### config.mk
export PLATFORM = sky130hd
export DESIGN_NAME = nios_cpu_pio_edge_in_flat
export DESIGN_NICKNAME = d
export VERILOG_FILES = /design/src/rtl/nios_cpu_pio_pkg.sv /design/src/rtl/nios_cpu_pio_edge_in_if.sv /design/src/rtl/nios_cpu_pio_sync_edge.sv /design/src/rtl/nios_cpu_pio_edge_in.sv /design/src/flat_wrapper.sv
export SDC_FILE = /design/constraint.sdc
export NUM_CORES = 1
export LEC_CHECK = 0
export CAP_MARGIN = 25
export CORE_ASPECT_RATIO = 1.5
export CORE_MARGIN = 4
export CORE_UTILIZATION = 40
export DETAILED_ROUTE_END_ITERATION = 10
export MAX_ROUTING_LAYER = met4
export PLACE_DENSITY = 0.7
export SYNTH_ARGS = -nofsm -noshare
export SYNTH_HDL_FRONTEND = slang
export SYNTH_HIERARCHICAL = 1
export SYNTH_SLANG_ARGS = --single-unit
### constraint.sdc
create_clock -name clk -period 1.8 [get_ports clk]
set_input_delay 0.27 -clock clk [delete_from_list [all_inputs] [get_ports clk]]
set_output_delay 0.27 -clock clk [all_outputs]
set_load 0.01 [all_outputs]
### src/rtl/nios_cpu_pio_pkg.sv
// Shared constants for the PIO edge-capture input block: register word
// addresses and the arming delay applied after reset release.
package nios_cpu_pio_pkg;

    localparam logic [2:0] ADDR_DATA     = 3'd0;
    localparam logic [2:0] ADDR_EDGE_POL = 3'd1;
    localparam logic [2:0] ADDR_IRQ_MASK = 3'd2;
    localparam logic [2:0] ADDR_EDGE_CAP = 3'd3;

    // Edge detection stays off until the arm counter reaches this value.
    typedef logic [1:0] arm_cnt_t;
    localparam arm_cnt_t ARM_CYCLES = 2'd3;

endpackage

### src/rtl/nios_cpu_pio_edge_in_if.sv
// Avalon-MM slave bus for the PIO edge-capture block.
//
// Handshake: there is no waitrequest, so the slave is always ready. A write
// is accepted on the rising clk edge where chipselect=1 and write_n=0. A
// read is any cycle with chipselect=1; readdata holds the addressed value
// one clk later. With chipselect=0 readdata returns 0 on the next edge.
interface nios_cpu_pio_edge_in_if;
    logic [2:0]  address;
    logic        chipselect;
    logic        write_n;
    logic [31:0] writedata;
    logic [31:0] readdata;
    logic        irq;

    modport master (
        output address, chipselect, write_n, writedata,
        input  readdata, irq
    );

    modport slave (
        input  address, chipselect, write_n, writedata,
        output readdata, irq
    );
endinterface

### src/rtl/nios_cpu_pio_sync_edge.sv
// One input bit: two-flop synchronizer (s1, s2), a delay flop (s3) and a
// polarity-selected single-cycle edge pulse derived from s2/s3.
module nios_cpu_pio_sync_edge (
    input  logic clk,
    input  logic reset_n,
    input  logic d_in,
    input  logic edge_pol,   // 0 = rising, 1 = falling
    output logic sync_out,
    output logic edge_pulse
);
    logic s1, s2, s3;

    // Synchronize the asynchronous input and keep one cycle of history.
    always_ff @(posedge clk or negedge reset_n) begin
        if (!reset_n) begin
            s1 <= 1'b0;
            s2 <= 1'b0;
            s3 <= 1'b0;
        end else begin
            s1 <= d_in;
            s2 <= s1;
            s3 <= s2;
        end
    end

    assign sync_out   = s2;
    assign edge_pulse = edge_pol ? (~s2 & s3) : (s2 & ~s3);
endmodule

### src/rtl/nios_cpu_pio_edge_in.sv
// PIO input port with per-bit edge capture, interrupt mask and sticky
// write-1-to-clear capture register behind an Avalon-MM slave.
module nios_cpu_pio_edge_in
    import nios_cpu_pio_pkg::*;
#(
    parameter int WIDTH = 8
) (
    input  logic                   clk,
    input  logic                   reset_n,
    input  logic [WIDTH-1:0]       in_port,
    nios_cpu_pio_edge_in_if.slave  bus
);
    logic [WIDTH-1:0] data_sync;
    logic [WIDTH-1:0] edge_pulse;
    logic [WIDTH-1:0] edge_pol;
    logic [WIDTH-1:0] irq_mask;
    logic [WIDTH-1:0] edge_cap;
    logic [WIDTH-1:0] cap_clear;
    logic [WIDTH-1:0] wdata;
    logic [31:0]      wdata_unused;
    logic [31:0]      rd_mux;
    arm_cnt_t         arm_cnt;
    logic             armed;
    logic             wr_en;

    for (genvar i = 0; i < WIDTH; i++) begin : g_bit
        nios_cpu_pio_sync_edge u_sync_edge (
            .clk        (clk),
            .reset_n    (reset_n),
            .d_in       (in_port[i]),
            .edge_pol   (edge_pol[i]),
            .sync_out   (data_sync[i]),
            .edge_pulse (edge_pulse[i])
        );
    end

    // Only the low WIDTH write bits reach a register; the rest are dropped.
    assign wdata_unused = bus.writedata;
    assign wdata        = bus.writedata[WIDTH-1:0];
    assign wr_en        = bus.chipselect & ~bus.write_n;
    assign armed        = (arm_cnt == ARM_CYCLES);
    assign cap_clear    = (wr_en && bus.address == ADDR_EDGE_CAP) ? wdata : '0;

    // Arm counter: saturates so edges are ignored while the synchronizer fills.
    always_ff @(posedge clk or negedge reset_n) begin
        if (!reset_n)
            arm_cnt <= '0;
        else if (!armed)
            arm_cnt <= arm_cnt + 2'd1;
    end

    // Control registers written from the bus.
    always_ff @(posedge clk or negedge reset_n) begin
        if (!reset_n) begin
            edge_pol <= '0;
            irq_mask <= '0;
        end else if (wr_en) begin
            if (bus.address == ADDR_EDGE_POL) edge_pol <= wdata;
            if (bus.address == ADDR_IRQ_MASK) irq_mask <= wdata;
        end
    end

    // Sticky capture: a detected edge beats a same-cycle clear on that bit.
    always_ff @(posedge clk or negedge reset_n) begin
        if (!reset_n)
            edge_cap <= '0;
        else
            edge_cap <= (edge_cap & ~cap_clear) | (edge_pulse & {WIDTH{armed}});
    end

    // Read mux, zero-extended to the bus width.
    always_comb begin
        rd_mux = '0;
        case (bus.address)
            ADDR_DATA:     rd_mux[WIDTH-1:0] = data_sync;
            ADDR_EDGE_POL: rd_mux[WIDTH-1:0] = edge_pol;
            ADDR_IRQ_MASK: rd_mux[WIDTH-1:0] = irq_mask;
            ADDR_EDGE_CAP: rd_mux[WIDTH-1:0] = edge_cap;
            default:       rd_mux = '0;
        endcase
    end

    // Registered read data; zero whenever the slave is not selected.
    always_ff @(posedge clk or negedge reset_n) begin
        if (!reset_n)
            bus.readdata <= '0;
        else
            bus.readdata <= bus.chipselect ? rd_mux : 32'd0;
    end

    assign bus.irq = |(edge_cap & irq_mask);
endmodule

### src/flat_wrapper.sv
// flat-port wrapper written by rule: the top's interface ports become plain ports
module nios_cpu_pio_edge_in_flat import nios_cpu_pio_pkg::*;
#(
    parameter int WIDTH = 8
)
  (clk, reset_n, in_port, bus_address, bus_chipselect, bus_write_n, bus_writedata, bus_readdata, bus_irq);
  nios_cpu_pio_edge_in_if bus_i ();
  input  logic clk;
  input  logic reset_n;
  input  logic [WIDTH-1:0] in_port;
  input wire logic [$bits(bus_i.address)-1:0] bus_address;
  input wire logic [$bits(bus_i.chipselect)-1:0] bus_chipselect;
  input wire logic [$bits(bus_i.write_n)-1:0] bus_write_n;
  input wire logic [$bits(bus_i.writedata)-1:0] bus_writedata;
  output wire logic [$bits(bus_i.readdata)-1:0] bus_readdata;
  output wire logic [$bits(bus_i.irq)-1:0] bus_irq;
  assign bus_i.address = bus_address;
  assign bus_i.chipselect = bus_chipselect;
  assign bus_i.write_n = bus_write_n;
  assign bus_i.writedata = bus_writedata;
  assign bus_readdata = bus_i.readdata;
  assign bus_irq = bus_i.irq;
  nios_cpu_pio_edge_in #(.WIDTH(WIDTH)) u_core (.clk(clk), .reset_n(reset_n), .in_port(in_port), .bus(bus_i));
endmodule
# --- Word level (Yosys, flattened, before mapping) ---
# Index checks and enable logic that the tools add are counted.
totals:
  output_inout_bits: 33
  inputBits: 47
  mem_count: 0
  romBits: 0
  reg_bits: 82
  latch_bits: 0
  ramBits: 0
  word_cells: 89
op_classes:
  n_reduce_logical: 5
  mux: 11
  addsub: 1
  div: 0
  shift: 0
  n_eq_ne: 4
  order_cmp: 0
  mul: 0
  bitwise: 39
op_table:
  columns: ["cell", "count"]
  rows:
  - ["$pmux 8 s4", 1]
  - ["$and 8x8->8", 3]
  - ["$and 1x1->1", 17]
  - ["$not 1->1", 17]
  - ["$mux 8", 2]
  - ["$mux 1", 8]
  - ["$not 8->8", 1]
  - ["$or 8x8->8", 1]
  - ["$reduce_or 8->1", 1]
  - ["$eq 3x2->1 const B", 2]
  - ["$reduce_and 2->1", 2]
  - ["$eq 3x1->1 const B", 1]
  - ["$logic_not 3->1", 1]
  - ["$add 2x1->2 const B", 1]
  - ["$eq 2x2->1 const B", 1]
  - ["$logic_and 1x1->1", 1]

# --- Depth between registers and ports, before layout ---
logic_depth:
  word_depth: 7
  depth_mapped: 5
  depth_no_buf: 4

# --- Hierarchy ---
# The synthesis kept the hierarchy.
by_module_without_submodules:
  columns: ["mod", "area_each_um2", "cells_each", "n_inst"]
  rows:
  - ["nios_cpu_pio_edge_in", 1761.7, 141, 1]
  - ["nios_cpu_pio_sync_edge", 97.6, 6, 8]

# --- Worst setup path before layout ---
# No wires, ideal clock.
synth_timing:
  path_type: "in2reg"
  start: "in bus_address[1]"
  end: "reg u_core.edge_pol[0]"
  t_required_ns: 1.675
  setup_time_ns: 0.125
  path_stages: 4
  setup_slack_ns: 0.316
  arrival_ns: 1.359
  n_path_buf: 2
  path_cell_list: "buf_6 > or4b_1 > buf_6 > mux2_4"
synth_via:
  elab_chain_len: 2
synth_lines:
  columns: ["element", "line", "text"]
  rows:
  - ["start, declared", "flat_wrapper.sv:11", "input wire logic [$bits(bus_i.address)-1:0] bus_address;"]
  - ["$eq 3x1->1", "nios_cpu_pio_edge_in.sv:58", "if (bus.address == ADDR_EDGE_POL) edge_pol <= wdata;"]
  - ["$reduce_and 2->1 (no source line)", null, null]
  - ["end signal, assigned", "nios_cpu_pio_edge_in.sv:58", null]
  - ["end, declared", "nios_cpu_pio_edge_in.sv:15", "logic [WIDTH-1:0] edge_pol;"]
# No other way between the ends.
# A chain may end at the register's enable or synchronous reset.

# --- Final worst setup path ---
layout_timing:
  start: "reg u_core.edge_cap[2]"
  end: "out bus_irq"
layout_via:
  elab_chain_len: 2
layout_lines:
  columns: ["element", "line", "text"]
  rows:
  - ["start, declared", "nios_cpu_pio_edge_in.sv:17", "logic [WIDTH-1:0] edge_cap;"]
  - ["start signal, assigned", "nios_cpu_pio_edge_in.sv:68", "edge_cap <= (edge_cap & ~cap_clear) | (edge_pulse & {WIDTH{armed}});"]
  - ["$and 8x8->8", "nios_cpu_pio_edge_in.sv:91", "assign bus.irq = |(edge_cap & irq_mask);"]
  - ["$reduce_or 8->1", "nios_cpu_pio_edge_in.sv:91", null]
  - ["end, declared", "flat_wrapper.sv:16", "output wire logic [$bits(bus_i.irq)-1:0] bus_irq;"]
# No other way between the ends.

==> results.tsv <==
stage	metric	value	unit
outcome	status	completed	
clock_tree	clkLatencyLatePin	0.34	ns
floorplan	start_util	41.2	%
cells_and_area	syn_to_final_growth	24.0	%
setup_path	required	1.53	ns
power	p_leak	1.38	nW
detailed_routing	vias_per_cell	4.72	
timing	slew_viol_final	0	
synth	synthMuxAreaShare	15.9	%
synth	synth_compound_area_share	5.51	%
detailed_routing	first_iter_violations	62	
clock_tree	post-cts-setup-buffers	0	
cells_and_area	nets	285	
synth	synth_edf_count	0	
clock_tree	clk_path_buf_depth	2	
place	io_buffers	31	
grt	grt_pass1_vias	1503	
synth	yosysTopAreaCell	dfrtp_1	
synth	synth_area	0.00254	mm²
cells_and_area	stdcell_area	0.00315	mm²
worst_hold_path	holdPathStages	0	
timing	finalHoldViolations	0	
synth	synthCells	189	
timing	final.period_utilization	92.7	%
clock_tree	clkSinkCount	58	
grt	groute.usage.overall	13.2	%
detailed_routing	routed_wl	4500	µm
synth	synth_common_cells	58 x dfrtp_1, 25 x buf_4, 24 x nand2_1, 9 x mux2_2	
timing	finalSetupViolCount	0	
clock_tree	cts_buffers	9	
synth	ys_seq_area_share	57.1	%
setup_path	setup.worst_path.class	reg -> out	
setup_path	reg2reg_depth	2	
place	place_congestion	0.812	
floorplan	io_pins	80	
grt	grt_pass1_wl	7360	µm
synth	synth.distinct_cells	24	
synth	synth-seq-cells	58	
synth	synth_most_common_cell	dfrtp_1	
timing	skew	0.00545	ns
place	dp_hpwl	3140	µm
run	drv_cap	0	
synth	syn_area_per_cell	13.5	µm²
power	p_total	0.00339	W
setup_path	start_kind	flip-flop	
synth	async_reset_ff_share	100	%
power	peakVddDrop	0.000517	V
worst_hold_path	min_path_type	reg -> reg	
synth	synthAdderAreaFrac	0.492	%
detailed_routing	vias	1493	
timing	rsz0062_at_grt	no	
synth	synthTopCellsByArea	dfrtp_1 57%, buf_4 7.4%, mux4_2 6.2%	
synth	synthXorXnorAreaFrac	0.344	%
setup_path	cp.arrival	1.40	ns
detailed_routing	drtPass1Iterations	4	
floorplan	fp.dieW	73.1	µm
power	power_density	1070	mW/mm²
clock_tree	cts_tree	done	
cells_and_area	drive_above_1_share	26.0	%
floorplan	rows	35	
clock_tree	cts-root-buf	clkbuf_8	
floorplan	die_y	106	µm
synth	synthSimpleGateAreaFrac	11.7	%
clock_tree	cts-htree-levels	3	
floorplan	die_area	0.00772	mm²
setup_path	crit_fanout	3	
clock_tree	clk_pin_slew	0.06	ns
detailed_routing	final_antenna_net_count	0	
grt	antenna_found_initial	0	
detailed_routing	drc	0	
setup_path	endpoint_kind	output port	
timing	fmax	599	MHz
synth	ys_warn_count	6	
detailed_routing	wl_per_cell	14.2	µm
synth	synth_top_family_by_area	multiplexers	
grt	grt_max_degree	59	
timing	min_period	1.67	ns
timing	hold_ws	0.347	ns
cells_and_area	antennaDiodeCount	0	
synth	synth_flop_cell	dfrtp_1	
floorplan	core_region_area	0.00617	mm²
place	placed_area	0.00291	mm²
synth	synth_top_area_share	57.1	%
grt	grt_overflow	0	
-- cells by family (layout without fill, tap and decap cells) --
kind of cell / count (synthesis) / after routing
fa+ha+maj: 1 / 1
buf+inv: 30 / 60
simple gates: 53 / 53
other cells: 1 / 24
xor+xnor: 1 / 1
compound gates: 20 / 20
flops: 58 / 58
mux: 25 / 25
-- cells in the final DEF, fill, tap and decap left out, drive strengths merged, types with 9 or more instances in the layout --
master	count
buf	13
clkbuf	12
clkdlybuf4s50	29
conb	24
dfrtp	58
mux2	17
nand2	24
nand2b	9
o21ai	16
-- worst max-delay path, cell delays in order (launching register included) --
cell and delay, ns:
dfrtp_1 0.40, a22oi_1 0.22, nand4_1 0.13, dlygate4sd2_1 0.31
-- power by group --
part | leakage [nW] | internal (W) | switching, W
Sequential | 0.673 | 0.00144 | 0.000109
Combinational | 0.585 | 0.000282 | 0.000170
Clock | 0.119 | 0.000890 | 0.000497
Total | 1.38 | 0.00261 | 0.000776
-- final cells by class --
class                      count  area (µm²)
clock buffer                  12         165
clock inverter                 4        72.6
tap                           74        92.6
multi-input combinational    124         955
fill                         541        3020
sequential                    58        1450
timing repair buffer          44         417
-- stage by stage --
step | util [%] | setup slack, ns | TNS (ns) | cells
finish | 51.1 | 0.131 | 0 | 316
CTS | 51.1 | 0.0873 | 0 | 316
floorplan | - | 0.316 | 0 | 212
global route | 51.1 | 0.0298 | 0 | 316
global placement | 47.1 | -0.157 | -1.37 | 299
detailed placement | 47.1 | -0.165 | -1.51 | 299
-- timing repair --
action,4_1_cts,5_1_grt
hold buffers,1,0
endpoints found under the hold margin,58,0
gates resized for setup,1,0
setup endpoints to repair,1,0
-- registers in the layout (all words and copies together), names as in the netlist --
signal	cells
u_core/arm_cnt	2
u_core/bus.readdata	8
u_core/edge_cap	8
u_core/edge_pol	8
u_core/g_bit.u_sync_edge/s1	8
u_core/g_bit.u_sync_edge/s3	8
u_core/g_bit.u_sync_edge/sync_out	8
u_core/irq_mask	8
-- path summary, 6_finish.rpt --
kind                                                      from                                   end  slack, ns
min in group asynchronous                              reset_n                u_core/bus.readdata[7]       0.45
max in group asynchronous                              reset_n                    u_core/edge_cap[1]       1.07
worst max-delay path                        u_core/edge_cap[2]                               bus_irq       0.13
worst max register to register               u_core/arm_cnt[0]                     u_core/arm_cnt[1]       0.50
worst min register to register  u_core/g_bit[4].u_sync_edge/s1  u_core/g_bit[4].u_sync_edge/sync_out       0.35
worst min-delay path            u_core/g_bit[4].u_sync_edge/s1  u_core/g_bit[4].u_sync_edge/sync_out       0.35
-- per-layer routing --
layer / global-route usage (%) / part of all wire, % / routed length [µm]
met2: 18.6 / 48 / 2170
met4: 7.92 / 2.2 / 101
met3: 3.63 / 5.1 / 230
met5: - / 0 / 0
met1: 16.6 / 44 / 1990
(Power assumes the default switching activity.)
